## src/rtl/pipeline_pkg.sv

```systemverilog
// Shared pipeline definitions for the RV32I core.
//   wb_sel_e  : write-back result source (encoding 2'b11 is reserved, treated as ALU)
//   F3_*      : load funct3 codes understood by the load aligner
//   mem_wb_t  : MEM/WB pipeline register contents
package pipeline_pkg;

    localparam int unsigned XLEN = 32;

    typedef enum logic [1:0] {
        WB_ALU  = 2'b00,
        WB_LOAD = 2'b01,
        WB_PC4  = 2'b10
    } wb_sel_e;

    localparam logic [2:0] F3_LB  = 3'b000;
    localparam logic [2:0] F3_LH  = 3'b001;
    localparam logic [2:0] F3_LW  = 3'b010;
    localparam logic [2:0] F3_LBU = 3'b100;
    localparam logic [2:0] F3_LHU = 3'b101;

    typedef struct packed {
        logic            valid;
        logic            rd_wren;
        logic [4:0]      rd_addr;
        wb_sel_e         wb_sel;
        logic [2:0]      funct3;
        logic [1:0]      addr_lo;
        logic [XLEN-1:0] alu_data;
        logic [XLEN-1:0] ld_data;
        logic [XLEN-1:0] pc_four;
    } mem_wb_t;

endpackage

```

## src/rtl/writeback_stage_if.sv

```systemverilog
// Pipeline-side bundle of the write-back stage.
// Optional feature macro: WB_RETIRE_CNT_EN adds the o_insn_cnt retire counter.
//   i_stall/i_flush          : MEM/WB hold and bubble controls
//   i_valid .. i_pc_four     : instruction fields arriving from MEM
//   o_rd_wren/addr/data      : register-file write port (to decode stage)
//   o_retire                 : a valid instruction completes this cycle
//   o_insn_cnt               : 64-bit retired-instruction count (macro only)
// master = producer of the i_* fields, slave = the write-back stage itself.
interface writeback_stage_if;
    import pipeline_pkg::*;

    logic            i_stall;
    logic            i_flush;
    logic            i_valid;
    logic            i_rd_wren;
    logic [4:0]      i_rd_addr;
    logic [1:0]      i_wb_sel;
    logic [2:0]      i_funct3;
    logic [1:0]      i_addr_lo;
    logic [XLEN-1:0] i_alu_data;
    logic [XLEN-1:0] i_ld_data;
    logic [XLEN-1:0] i_pc_four;

    logic            o_rd_wren;
    logic [4:0]      o_rd_addr;
    logic [XLEN-1:0] o_rd_data;
    logic            o_retire;
`ifdef WB_RETIRE_CNT_EN
    logic [63:0]     o_insn_cnt;
`endif

`ifdef WB_RETIRE_CNT_EN
    modport master (
        output i_stall, i_flush, i_valid, i_rd_wren, i_rd_addr, i_wb_sel,
        output i_funct3, i_addr_lo, i_alu_data, i_ld_data, i_pc_four,
        input  o_rd_wren, o_rd_addr, o_rd_data, o_retire, o_insn_cnt
    );
    modport slave (
        input  i_stall, i_flush, i_valid, i_rd_wren, i_rd_addr, i_wb_sel,
        input  i_funct3, i_addr_lo, i_alu_data, i_ld_data, i_pc_four,
        output o_rd_wren, o_rd_addr, o_rd_data, o_retire, o_insn_cnt
    );
`else
    modport master (
        output i_stall, i_flush, i_valid, i_rd_wren, i_rd_addr, i_wb_sel,
        output i_funct3, i_addr_lo, i_alu_data, i_ld_data, i_pc_four,
        input  o_rd_wren, o_rd_addr, o_rd_data, o_retire
    );
    modport slave (
        input  i_stall, i_flush, i_valid, i_rd_wren, i_rd_addr, i_wb_sel,
        input  i_funct3, i_addr_lo, i_alu_data, i_ld_data, i_pc_four,
        output o_rd_wren, o_rd_addr, o_rd_data, o_retire
    );
`endif

endinterface

```

## src/rtl/wb_load_align.sv

```systemverilog
// Load-data aligner: picks the addressed byte/halfword out of a raw aligned
// word and sign- or zero-extends it according to the load funct3.
//   funct3  : load width/sign (LB, LH, LW, LBU, LHU; other codes pass the word)
//   addr_lo : byte offset; only bit 1 matters for halfwords
//   ld_data : raw aligned word from the LSU
//   ld_ext  : extended 32-bit result
// Purely combinational; also instantiated by the LSU for forwarding checks.
module wb_load_align
    import pipeline_pkg::*;
(
    input  logic [2:0]      funct3,
    input  logic [1:0]      addr_lo,
    input  logic [XLEN-1:0] ld_data,
    output logic [XLEN-1:0] ld_ext
);

    logic [7:0]  ld_byte;
    logic [15:0] ld_half;

    always_comb begin
        unique case (addr_lo)
            2'd0: ld_byte = ld_data[7:0];
            2'd1: ld_byte = ld_data[15:8];
            2'd2: ld_byte = ld_data[23:16];
            2'd3: ld_byte = ld_data[31:24];
        endcase
    end

    // addr_lo[0] is deliberately ignored: misaligned halfwords are not trapped here.
    assign ld_half = addr_lo[1] ? ld_data[31:16] : ld_data[15:0];

    always_comb begin
        case (funct3)
            F3_LB:   ld_ext = {{24{ld_byte[7]}}, ld_byte};
            F3_LH:   ld_ext = {{16{ld_half[15]}}, ld_half};
            F3_LW:   ld_ext = ld_data;
            F3_LBU:  ld_ext = {24'd0, ld_byte};
            F3_LHU:  ld_ext = {16'd0, ld_half};
            default: ld_ext = ld_data;
        endcase
    end

endmodule

```

## src/rtl/writeback_stage.sv

```systemverilog
// Final RV32I pipeline stage: MEM/WB register, load extraction and result
// select, driving the decode stage's register-file write port.
// Optional feature macro: WB_RETIRE_CNT_EN (64-bit retired-instruction counter
// on o_insn_cnt; absent when undefined).
//   i_clk : clock, rising edge
//   i_rst : asynchronous active-low reset
//   wb    : writeback_stage_if.slave (stall/flush, instruction fields, rd port,
//           o_retire, optional o_insn_cnt)
// Every output is decoded from the MEM/WB register; only i_stall reaches an
// output combinationally (o_retire).
module writeback_stage
    import pipeline_pkg::*;
(
    input  logic              i_clk,
    input  logic              i_rst,
    writeback_stage_if.slave  wb
);

    mem_wb_t         mem_wb_d;
    mem_wb_t         mem_wb_q;
    logic [XLEN-1:0] ld_ext;
    logic [XLEN-1:0] rd_data;
    logic            retire;

    always_comb begin
        mem_wb_d          = '0;
        mem_wb_d.valid    = wb.i_valid;
        mem_wb_d.rd_wren  = wb.i_rd_wren;
        mem_wb_d.rd_addr  = wb.i_rd_addr;
        // 2'b11 is carried through unchanged and falls into the ALU default below.
        mem_wb_d.wb_sel   = wb_sel_e'(wb.i_wb_sel);
        mem_wb_d.funct3   = wb.i_funct3;
        mem_wb_d.addr_lo  = wb.i_addr_lo;
        mem_wb_d.alu_data = wb.i_alu_data;
        mem_wb_d.ld_data  = wb.i_ld_data;
        mem_wb_d.pc_four  = wb.i_pc_four;
    end

    // Flush wins over stall; a flushed entry keeps its payload but never writes or retires.
    always_ff @(posedge i_clk or negedge i_rst) begin
        if (!i_rst) begin
            mem_wb_q <= '0;
        end else if (wb.i_flush) begin
            mem_wb_q.valid <= 1'b0;
        end else if (!wb.i_stall) begin
            mem_wb_q <= mem_wb_d;
        end
    end

    wb_load_align u_load_align (
        .funct3  (mem_wb_q.funct3),
        .addr_lo (mem_wb_q.addr_lo),
        .ld_data (mem_wb_q.ld_data),
        .ld_ext  (ld_ext)
    );

    always_comb begin
        case (mem_wb_q.wb_sel)
            WB_LOAD: rd_data = ld_ext;
            WB_PC4:  rd_data = mem_wb_q.pc_four;
            default: rd_data = mem_wb_q.alu_data;
        endcase
    end

    // A stalled entry retires once, in the cycle the stall drops.
    assign retire       = mem_wb_q.valid & ~wb.i_stall;

    // x0 writes are dropped here so the register file never sees them.
    assign wb.o_rd_wren = mem_wb_q.valid & mem_wb_q.rd_wren & (mem_wb_q.rd_addr != 5'd0);
    assign wb.o_rd_addr = mem_wb_q.rd_addr;
    assign wb.o_rd_data = rd_data;
    assign wb.o_retire  = retire;

`ifdef WB_RETIRE_CNT_EN
    logic [63:0] insn_cnt_q;

    always_ff @(posedge i_clk or negedge i_rst) begin
        if (!i_rst) begin
            insn_cnt_q <= 64'd0;
        end else if (retire) begin
            insn_cnt_q <= insn_cnt_q + 64'd1;
        end
    end

    assign wb.o_insn_cnt = insn_cnt_q;
`endif

endmodule

```

## src/flat_wrapper.sv

```systemverilog
// flat-port wrapper written by rule: the top's interface ports become plain ports
module writeback_stage_flat import pipeline_pkg::*;
  (i_clk, i_rst, wb_i_stall, wb_i_flush, wb_i_valid, wb_i_rd_wren, wb_i_rd_addr, wb_i_wb_sel, wb_i_funct3, wb_i_addr_lo, wb_i_alu_data, wb_i_ld_data, wb_i_pc_four, wb_o_rd_wren, wb_o_rd_addr, wb_o_rd_data, wb_o_retire);
  writeback_stage_if wb_i ();
  input  logic i_clk;
  input  logic i_rst;
  input wire logic [$bits(wb_i.i_stall)-1:0] wb_i_stall;
  input wire logic [$bits(wb_i.i_flush)-1:0] wb_i_flush;
  input wire logic [$bits(wb_i.i_valid)-1:0] wb_i_valid;
  input wire logic [$bits(wb_i.i_rd_wren)-1:0] wb_i_rd_wren;
  input wire logic [$bits(wb_i.i_rd_addr)-1:0] wb_i_rd_addr;
  input wire logic [$bits(wb_i.i_wb_sel)-1:0] wb_i_wb_sel;
  input wire logic [$bits(wb_i.i_funct3)-1:0] wb_i_funct3;
  input wire logic [$bits(wb_i.i_addr_lo)-1:0] wb_i_addr_lo;
  input wire logic [$bits(wb_i.i_alu_data)-1:0] wb_i_alu_data;
  input wire logic [$bits(wb_i.i_ld_data)-1:0] wb_i_ld_data;
  input wire logic [$bits(wb_i.i_pc_four)-1:0] wb_i_pc_four;
  output wire logic [$bits(wb_i.o_rd_wren)-1:0] wb_o_rd_wren;
  output wire logic [$bits(wb_i.o_rd_addr)-1:0] wb_o_rd_addr;
  output wire logic [$bits(wb_i.o_rd_data)-1:0] wb_o_rd_data;
  output wire logic [$bits(wb_i.o_retire)-1:0] wb_o_retire;
  assign wb_i.i_stall = wb_i_stall;
  assign wb_i.i_flush = wb_i_flush;
  assign wb_i.i_valid = wb_i_valid;
  assign wb_i.i_rd_wren = wb_i_rd_wren;
  assign wb_i.i_rd_addr = wb_i_rd_addr;
  assign wb_i.i_wb_sel = wb_i_wb_sel;
  assign wb_i.i_funct3 = wb_i_funct3;
  assign wb_i.i_addr_lo = wb_i_addr_lo;
  assign wb_i.i_alu_data = wb_i_alu_data;
  assign wb_i.i_ld_data = wb_i_ld_data;
  assign wb_i.i_pc_four = wb_i_pc_four;
  assign wb_o_rd_wren = wb_i.o_rd_wren;
  assign wb_o_rd_addr = wb_i.o_rd_addr;
  assign wb_o_rd_data = wb_i.o_rd_data;
  assign wb_o_retire = wb_i.o_retire;
  writeback_stage u_core (.i_clk(i_clk), .i_rst(i_rst), .wb(wb_i));
endmodule
```

## config.mk

```make
export PLATFORM = sky130hd
export DESIGN_NAME = writeback_stage_flat
export DESIGN_NICKNAME = d
export VERILOG_FILES = /design/src/rtl/pipeline_pkg.sv /design/src/rtl/writeback_stage_if.sv /design/src/rtl/wb_load_align.sv /design/src/rtl/writeback_stage.sv /design/src/flat_wrapper.sv
export SDC_FILE = /design/constraint.sdc
export NUM_CORES = 1
export LEC_CHECK = 0
export CORE_MARGIN = 10
export CORE_UTILIZATION = 48
export CTS_CLUSTER_DIAMETER = 80
export DETAILED_ROUTE_END_ITERATION = 8
export GPL_ROUTABILITY_DRIVEN = 0
export PLACE_DENSITY = 0.8
export SYNTH_ARGS = -nofsm -noshare
export SYNTH_HDL_FRONTEND = slang
export SYNTH_HIERARCHICAL = 1
export SYNTH_SLANG_ARGS = --single-unit
export TNS_END_PERCENT = 100
```

## constraint.sdc

```tcl
create_clock -name i_clk -period 2.5 [get_ports i_clk]
set_input_delay 0.5 -clock i_clk [delete_from_list [all_inputs] [get_ports i_clk]]
set_output_delay 0.5 -clock i_clk [all_outputs]
set_load 0.005 [all_outputs]
```

==> metrics.md, run 1 <==
| Metric | Value |
|---|---|
| Drt wl/cell | around 21 um |
| Min Hold Slack | 55.3 ps |
| Final Max Tran Viols | 0 |
| Die area | 16000 um^2 |
| Area grow syn2layout | 44.5% |
| Maximum clock path buffer count | 2 |
| Ports | about 150 |
| Sink Count | 110 |
| Endpoint type of the worst setup path | primary output |
| CP arrival | 2260 ps |
| Synth cell types | 26 |
| Detailed Place HPWL | 12100 um |
| Min-Delay Path Class | in -> async |
| Run status | complete, but fails checks |
| Synth top area share | slightly above 50% |
| Synth area leader | dfrtp_1 |
| CORE AREA | 11000 um^2 |
| Final Non-Filler Cells | 777 |
| Clock buffer count from CTS | 9 |
| GR Layer Usage met1 | 23.8% |
| Worst Path Buf+Inv | 3 |
| Met2 Usage GRT | 33.1% |
| Violated checks | negative setup slack |
| Crit-path max FO | 6 |
| Final setup margin | -257 ps |
| Initial Util | between 40% and 50% |
| VDD IR max | approximately 0.39 mV |
| Worst reg-to-reg path cell count | 4 |
| Avg Cell Area, Syn | 11.7 um^2 |
| Synth Warn # | 6 |
| Flop-to-flop setup slack | 1320 ps |
| Mapped cell area | about 5400 um^2 |
| Layout cells sized above 1 | 41.3% |
| Post-layout min period | 2760 ps |
| Simple-gate share of the synthesized area | between 7 and 8% |
| Grt total ovfl | 0 |
| Dpl ws | -115 ps |
| Crit path kind | reg -> out |
| Slew @ Worst Pin | 502 ps |
| Most Crowded Layer GR | met2 |
| R2r startpoint | u_core/mem_wb_q[97]$_DFFE_PN0P_ |
| Top cells by area, synth | dfrtp_1, mux2_2, a22oi_1, nand2_1, o21ai_0 |
| # H-tree levels | 3 |
| Ordered cell list for the critical path | mux4_2, nand3b_4, o41a_4, buf_12, buf_8, nand2_2, a22oi_1, o21ai_1, buf_2 |
| Clock-pin slew on the worst setup and hold paths | 70 ps |
| M3 GR Usage | 4.96% |
| Register area | ~2800 um^2 |
| Placed cells | 752 |
| DR vias | 4382 |
| Rows | 38 |
| First-pass GRT wire length | roughly 26000 um |
| CTS tree | done |
| Post-synthesis compound-gate area fraction | a little under an eighth |
| Hold_buf cts | 0 |
| Sequential fraction of the synthesis area | about half |
| Final setup fails | 25 |
| Startpoint Class | register |
| Largest net degree at the start of global routing | 48 |
| Syn nets | 580 |
| Antenna violations before repair | 2 |
| Residual DRC | 0 |
| Vias/cell | around 5.6 |
| Critical path's slowest cell | mux4_2 |
| CP delay by family, top | multiplexers |
| Port bufs | 152 |
| Max-slew headroom | 66.4% |
| Crit path largest cell delay | between 500 and 600 ps |
| Number of synthesized register bits | 110 |
| Overall routing resource usage | 20.0% |
| Die width | approximately 130 um |
| Filler cell count | about 750 |
| Skew-Pair Late Insertion Delay | 350 ps |
| Setup TNS | -4420 ps |
| Final period utilization | 110% |
| Mux cell area share after synthesis | 25.5% |
| Total Wirelength | 16500 um |
| F_max | approximately 360 MHz |
| PwrDens | 717 nW/um^2 |
| Largest family of logic cells by synthesized area | multiplexers |
| R2R Path End | u_core/mem_wb_q[97]$_DFFE_PN0P_ |
| Worst Skew | 0 ps |
| Synthesized netlist cell count | 464 |
| Nets | 746 |
| Root Driver | clkbuf_16 |
| Post-route ant nets | 0 |
| Final Hold Viols | 0 |
| Required time of the critical path | ~2000 ps |
| Area occupied by multi-input gates | 2740 um^2 |
| Post-synthesis xor/xnor area fraction | 0% |
| Maxcap violations | 0 |
| Static Leak | 3.36 nW |
| Vias in the first global route | 4740 |
| Die H | 126 um |
| RSZ-0062 raised after global routing | true |
| DRT iter0 DRCs | 314 |
| Drt first pass iters | 4 |
| Synth Area in Adders | less than 1% |
-- sequential cells by signal, summed over array words and instances, names as in the netlist --
name	count
u_core/mem_wb_q	105
u_core/wb.o_rd_addr	5
-- layer usage --
metal  vias up  wire, um  share of wire, %
met4         0       544               3.3
li1       2001         -                 -
met5         -         0                 0
met2       168      8160                50
met1      2173      6710                41
met3        40      1070               6.5
-- synthesized netlist by cell type --
cell type	instances
clkbuf_1	19
ha_1	2
nor2_4	1
inv_1	4
nor2_1	4
nand2_1	80
o21ai_0	41
mux2i_1	2
a22o_1	7
o41a_2	1
mux4_2	1
mux2_2	106
a32oi_1	1
a22oi_1	45
buf_2	2
o311ai_0	1
nand3_1	2
nor2b_1	3
nand3b_4	1
or3_1	1
o21bai_1	1
buf_4	14
dfrtp_1	110
buf_6	4
mux2_4	10
o311a_1	1
-- how the worst max path moves through the flow --
stage	startpoint	to	cells after the start
5_1_grt	u_core/mem_wb_q[97]$_DFFE_PN0P_	wb_o_rd_data[15]	9
6_report	u_core/mem_wb_q[97]$_DFFE_PN0P_	wb_o_rd_data[15]	9
2_1_floorplan	u_core/mem_wb_q[97]$_DFFE_PN0P_	wb_o_rd_data[15]	8
3_3_place_gp	u_core/mem_wb_q[97]$_DFFE_PN0P_	wb_o_rd_data[23]	8
4_1_cts	u_core/mem_wb_q[97]$_DFFE_PN0P_	wb_o_rd_data[31]	9
3_5_place_dp	u_core/mem_wb_q[97]$_DFFE_PN0P_	wb_o_rd_data[23]	8
-- power breakdown --
group / leakage [nW] / internal [mW] / total [mW] / switching, mW
Sequential: 1.29 / 2.04 / 2.26 / 0.214
Clock: 0.152 / 0.827 / 1.46 / 0.631
Combinational: 1.92 / 1.04 / 1.92 / 0.882
-- timing repair --
item / 4_1_cts / 5_1_grt
pin swaps: 33 / 35
gates cloned: 1 / 0
setup buffers: 7 / 2
resized for setup: 171 / 45
endpoints found under the hold margin: 0 / 0
endpoints found under the setup margin: 32 / 32
-- cells in the final DEF (no fill, tap or decap), drive strengths merged, types with 5 or more instances in the layout --
master / synthesis / routed
a22o: 7 / 7
a22oi: 45 / 45
buf: 20 / 66
clkbuf: 19 / 13
clkdlybuf4s50: 0 / 119
dfrtp: 110 / 110
dlygate4sd2: 0 / 8
mux2: 116 / 116
nand2: 80 / 80
nor2: 5 / 5
o21ai: 41 / 41
-- kinds of logic after synthesis --
family	count (synthesis)
mux	119
flops	110
compound gates	98
simple gates	92
buf+inv	43
fa+ha+maj	2
-- cell type report --
class	instances	share of cell area (%)
Antenna cell	2	0.0636
Timing Repair Buffer	194	23.8
Clock inverter	4	0.573
Sequential cell	110	35.0
Inverter	4	0.239
Clock buffer	12	3.26
Tap cell	140	2.23
Multi-Input combinational cell	311	34.8
-- stage by stage --
stage	instance area [um^2]	total power, mW	utilization [%]
after detailed placement	7280	4.07	66.3
after global routing	7870	5.93	71.6
after CTS	7740	5.60	70.5
after global placement	7280	4.00	66.3
after floorplan	5440	3.11	-
final	7870	5.64	71.6
Power figures use the tool's default switching activity.
==> run 2: changes to the inputs <==
--- a/config.mk
+++ b/config.mk
@@ -5,12 +5,14 @@
 export SDC_FILE = /design/constraint.sdc
 export NUM_CORES = 1
 export LEC_CHECK = 0
+export CELL_PAD_IN_SITES_DETAIL_PLACEMENT = 0
+export CELL_PAD_IN_SITES_GLOBAL_PLACEMENT = 1
 export CORE_MARGIN = 10
-export CORE_UTILIZATION = 48
-export CTS_CLUSTER_DIAMETER = 80
+export CORE_UTILIZATION = 38
+export CTS_CLUSTER_DIAMETER = 50
 export DETAILED_ROUTE_END_ITERATION = 8
 export GPL_ROUTABILITY_DRIVEN = 0
-export PLACE_DENSITY = 0.8
+export PLACE_DENSITY_LB_ADDON = 0.1
 export SYNTH_ARGS = -nofsm -noshare
 export SYNTH_HDL_FRONTEND = slang
 export SYNTH_HIERARCHICAL = 1
==> run 2 against run 1 <==
  * The run still ends with negative setup slack left
  * Sequential share of layout area hardly changed
  * Worst hold slack worse by 33 ps
  * Die area is 22% higher
  * Register-to-register slack better by 140 ps
  * Final cell count is 4.1% higher
  * Clock skew stayed put
  * Combinational power hardly changed
  * Non-clock buffer count is 4 lower
  * Fmax is 1.9% higher
  * Utilization is 15 points lower
==> metrics.md, run 2 (synthesis gave the netlist of run 1 again) <==
| Metric | Value |
|---|---|
| Vias/cell | 5.23 (was 5.64) |
| CP delay by family, top | multiplexers (unchanged) |
| Switching share of power | 31.2% (was 30.6%) |
| Nets | 742 (was 746) |
| Skew-Pair Late Insertion Delay | 350 ps (about the same) |
| Static Leak | 3.32 nW (was 3.36 nW) |
| Setup TNS | -2860 ps (was -4420 ps) |
| Maxcap violations | 0 (unchanged) |
| Vias in the first global route | 4620 (was 4740) |
| CTS tree | done (unchanged) |
| Area occupied by multi-input gates | 2840 um^2 (was 2740 um^2) |
| Antenna violations before repair | 0 (was 2) |
| Filler cell count | 1241 (was 751) |
| Area grow syn2layout | 44.5% (unchanged) |
| Clock-pin slew on the worst setup and hold paths | 70 ps (about the same) |
| Final Non-Filler Cells | 809 (was 777) |
| Rows | 43 (was 38) |
| Register area | 2750 um^2 (about the same) |
| Run status | complete, but fails checks (unchanged) |
| Grt total ovfl | 0 (unchanged) |
| Crit path largest cell delay | 550 ps (was 570 ps) |
| Post-route ant nets | 0 (unchanged) |
| F_max | 370 MHz (was 363 MHz) |
| CP arrival | 2210 ps (was 2260 ps) |
| CORE AREA | 13900 um^2 (was 11000 um^2) |
| Reg with most FFs | u_core/mem_wb_q (unchanged) |
| Most frequent cells in the layout | clkdlybuf4s50_1, dfrtp_1, mux2_2, nand2_1, a22oi_2 (unchanged) |
| Initial Util | 39.1% (was 49.6%) |
| Min-Delay Path Class | in -> async (unchanged) |
| Most common cell after layout, fill and taps aside | clkdlybuf4s50_1 (unchanged) |
| Detailed Place HPWL | 12200 um (was 12100 um) |
| # H-tree levels | 3 (unchanged) |
| Worst Skew | 0 ps (unchanged) |
| Ports | 153 (unchanged) |
| Die width | 140 um (was 126 um) |
| Violated checks | negative setup slack (unchanged) |
| First-pass GRT wire length | 26700 um (was 25600 um) |
| Crit-path max FO | 8 (was 6) |
| Dpl ws | -236 ps (was -115 ps) |
| Sequential share of power | 40.0% (about the same) |
| Startpoint Class | register (unchanged) |
| Final Hold Viols | 0 (unchanged) |
| PwrDens | 716 nW/um^2 (was 717 nW/um^2) |
| DRT iter0 DRCs | 273 (was 314) |
| Total Wirelength | 16600 um (was 16500 um) |
| Required time of the critical path | 2000 ps (about the same) |
| Largest net degree at the start of global routing | 57 (was 48) |
| Port bufs | 152 (unchanged) |
| Crit path kind | reg -> out (unchanged) |
| Drt wl/cell | 20.5 um (was 21.2 um) |
| Final Max Tran Viols | 0 (unchanged) |
| Root Driver | clkbuf_16 (unchanged) |
| Die H | 140 um (was 126 um) |
| Final setup margin | -206 ps (was -257 ps) |
| Placed cells | 788 (was 752) |
| Overall routing resource usage | 16.8% (was 20.0%) |
| VDD IR max | 0.332 mV (was 0.393 mV) |
| NetSw | 1.76 mW (was 1.73 mW) |
| Max-slew headroom | 75.4% (was 66.4%) |
| Max reg flops | 105 (unchanged) |
| Worst reg-to-reg path cell count | 3 (was 4) |
| Diodes inserted | 0 (was 2) |
| Critical path's slowest cell | mux4_2 (unchanged) |
| Ordered cell list for the critical path | mux4_2, nand3b_4, o41a_4, buf_12, nand2_1, a22oi_1, o21ai_1, buf_2 (was mux4_2, nand3b_4, o41a_4, buf_12, buf_8, nand2_2, a22oi_1, o21ai_1, buf_2) |
| Final setup fails | 21 (was 25) |
| Combinational fraction of design power | 34.5% (was 34.1%) |
| Post-layout min period | 2710 ps (was 2760 ps) |
| RSZ-0062 raised after global routing | true (unchanged) |
| Clock buffer count from CTS | 9 (unchanged) |
| Die area | 19500 um^2 (was 16000 um^2) |
| Maximum clock path buffer count | 2 (unchanged) |
| Internal | 3.87 mW (was 3.91 mW) |
| Clock group share of total power | 25.4% (was 25.9%) |
| Final period utilization | 108% (was 110%) |
| Worst path depth | 8 (was 9) |
| Slew @ Worst Pin | 363 ps (was 502 ps) |
| Residual DRC | 0 (unchanged) |
| DR vias | 4229 (was 4382) |
| Layout cells sized above 1 | 43.7% (was 41.3%) |
| Worst Path Buf+Inv | 2 (was 3) |
| Endpoint type of the worst setup path | primary output (unchanged) |
| Sink Count | 110 (unchanged) |
| Drt first pass iters | 4 (unchanged) |
-- run 2: power by group through the flow --
stage	Clock (mW)	Sequential (mW)	Combinational [mW]
2_1_floorplan	0	2.19	0.914
3_5_place_dp	0	2.27	1.80
5_1_grt	1.55	2.29	2.13
4_1_cts	1.47	2.25	1.92
6_report	1.43	2.26	1.94
3_3_place_gp	0	2.26	1.79
-- run 2: final timing paths --
check,start,endpoint,slack [ps]
setup / recovery,u_core/mem_wb_q[97]$_DFFE_PN0P_,wb_o_rd_data[31],-210
hold / removal,i_rst,u_core/mem_wb_q[98]$_DFFE_PN0P_,20
setup reg to reg,u_core/mem_wb_q[97]$_DFFE_PN0P_,u_core/mem_wb_q[97]$_DFFE_PN0P_,1460
hold reg to reg,u_core/mem_wb_q[77]$_DFFE_PN0P_,u_core/mem_wb_q[77]$_DFFE_PN0P_,510
max in group asynchronous,i_rst,u_core/mem_wb_q[1]$_DFFE_PN0P_,1820
min in group i_clk,u_core/mem_wb_q[77]$_DFFE_PN0P_,u_core/mem_wb_q[77]$_DFFE_PN0P_,510
-- run 2: what timing repair did --
action	CTS	global route
pin swaps	60	49
cloned	2	0
setup endpoints to repair	32	32
hold buffers	0	0
gates resized for setup	225	41
setup buffers	6	4
-- run 2: layout make-up --
type                       instances  share of cell area (%)
clock buffer                      11                    3.09
clock inverter                     3                   0.589
inverter                           4                   0.191
multi-input combinational        311                    36.1
sequential                       110                    35.0
tap                              180                    2.86
timing repair buffer             190                    22.2
-- run 2: per-layer routing --
layer	vias to the layer above	track usage, %	part of all wire (%)
li1	1982	-	-
met1	2121	23.5	49
met2	115	25.5	45
met3	11	3.67	4.8
met4	0	4.73	0.99
met5	-	0	0
-- run 2: metrics by stage --
stage / hold slack, ps / cell area (um^2) / total power [mW] / utilization, %
after floorplan: 204 / 5440 / 3.11 / -
after global placement: 385 / 7250 / 4.04 / 52.1
after detailed placement: 390 / 7250 / 4.07 / 52.1
after CTS: 13.2 / 7800 / 5.64 / 56.0
after global routing: 21.2 / 7870 / 5.97 / 56.4
final: 21.9 / 7870 / 5.63 / 56.4
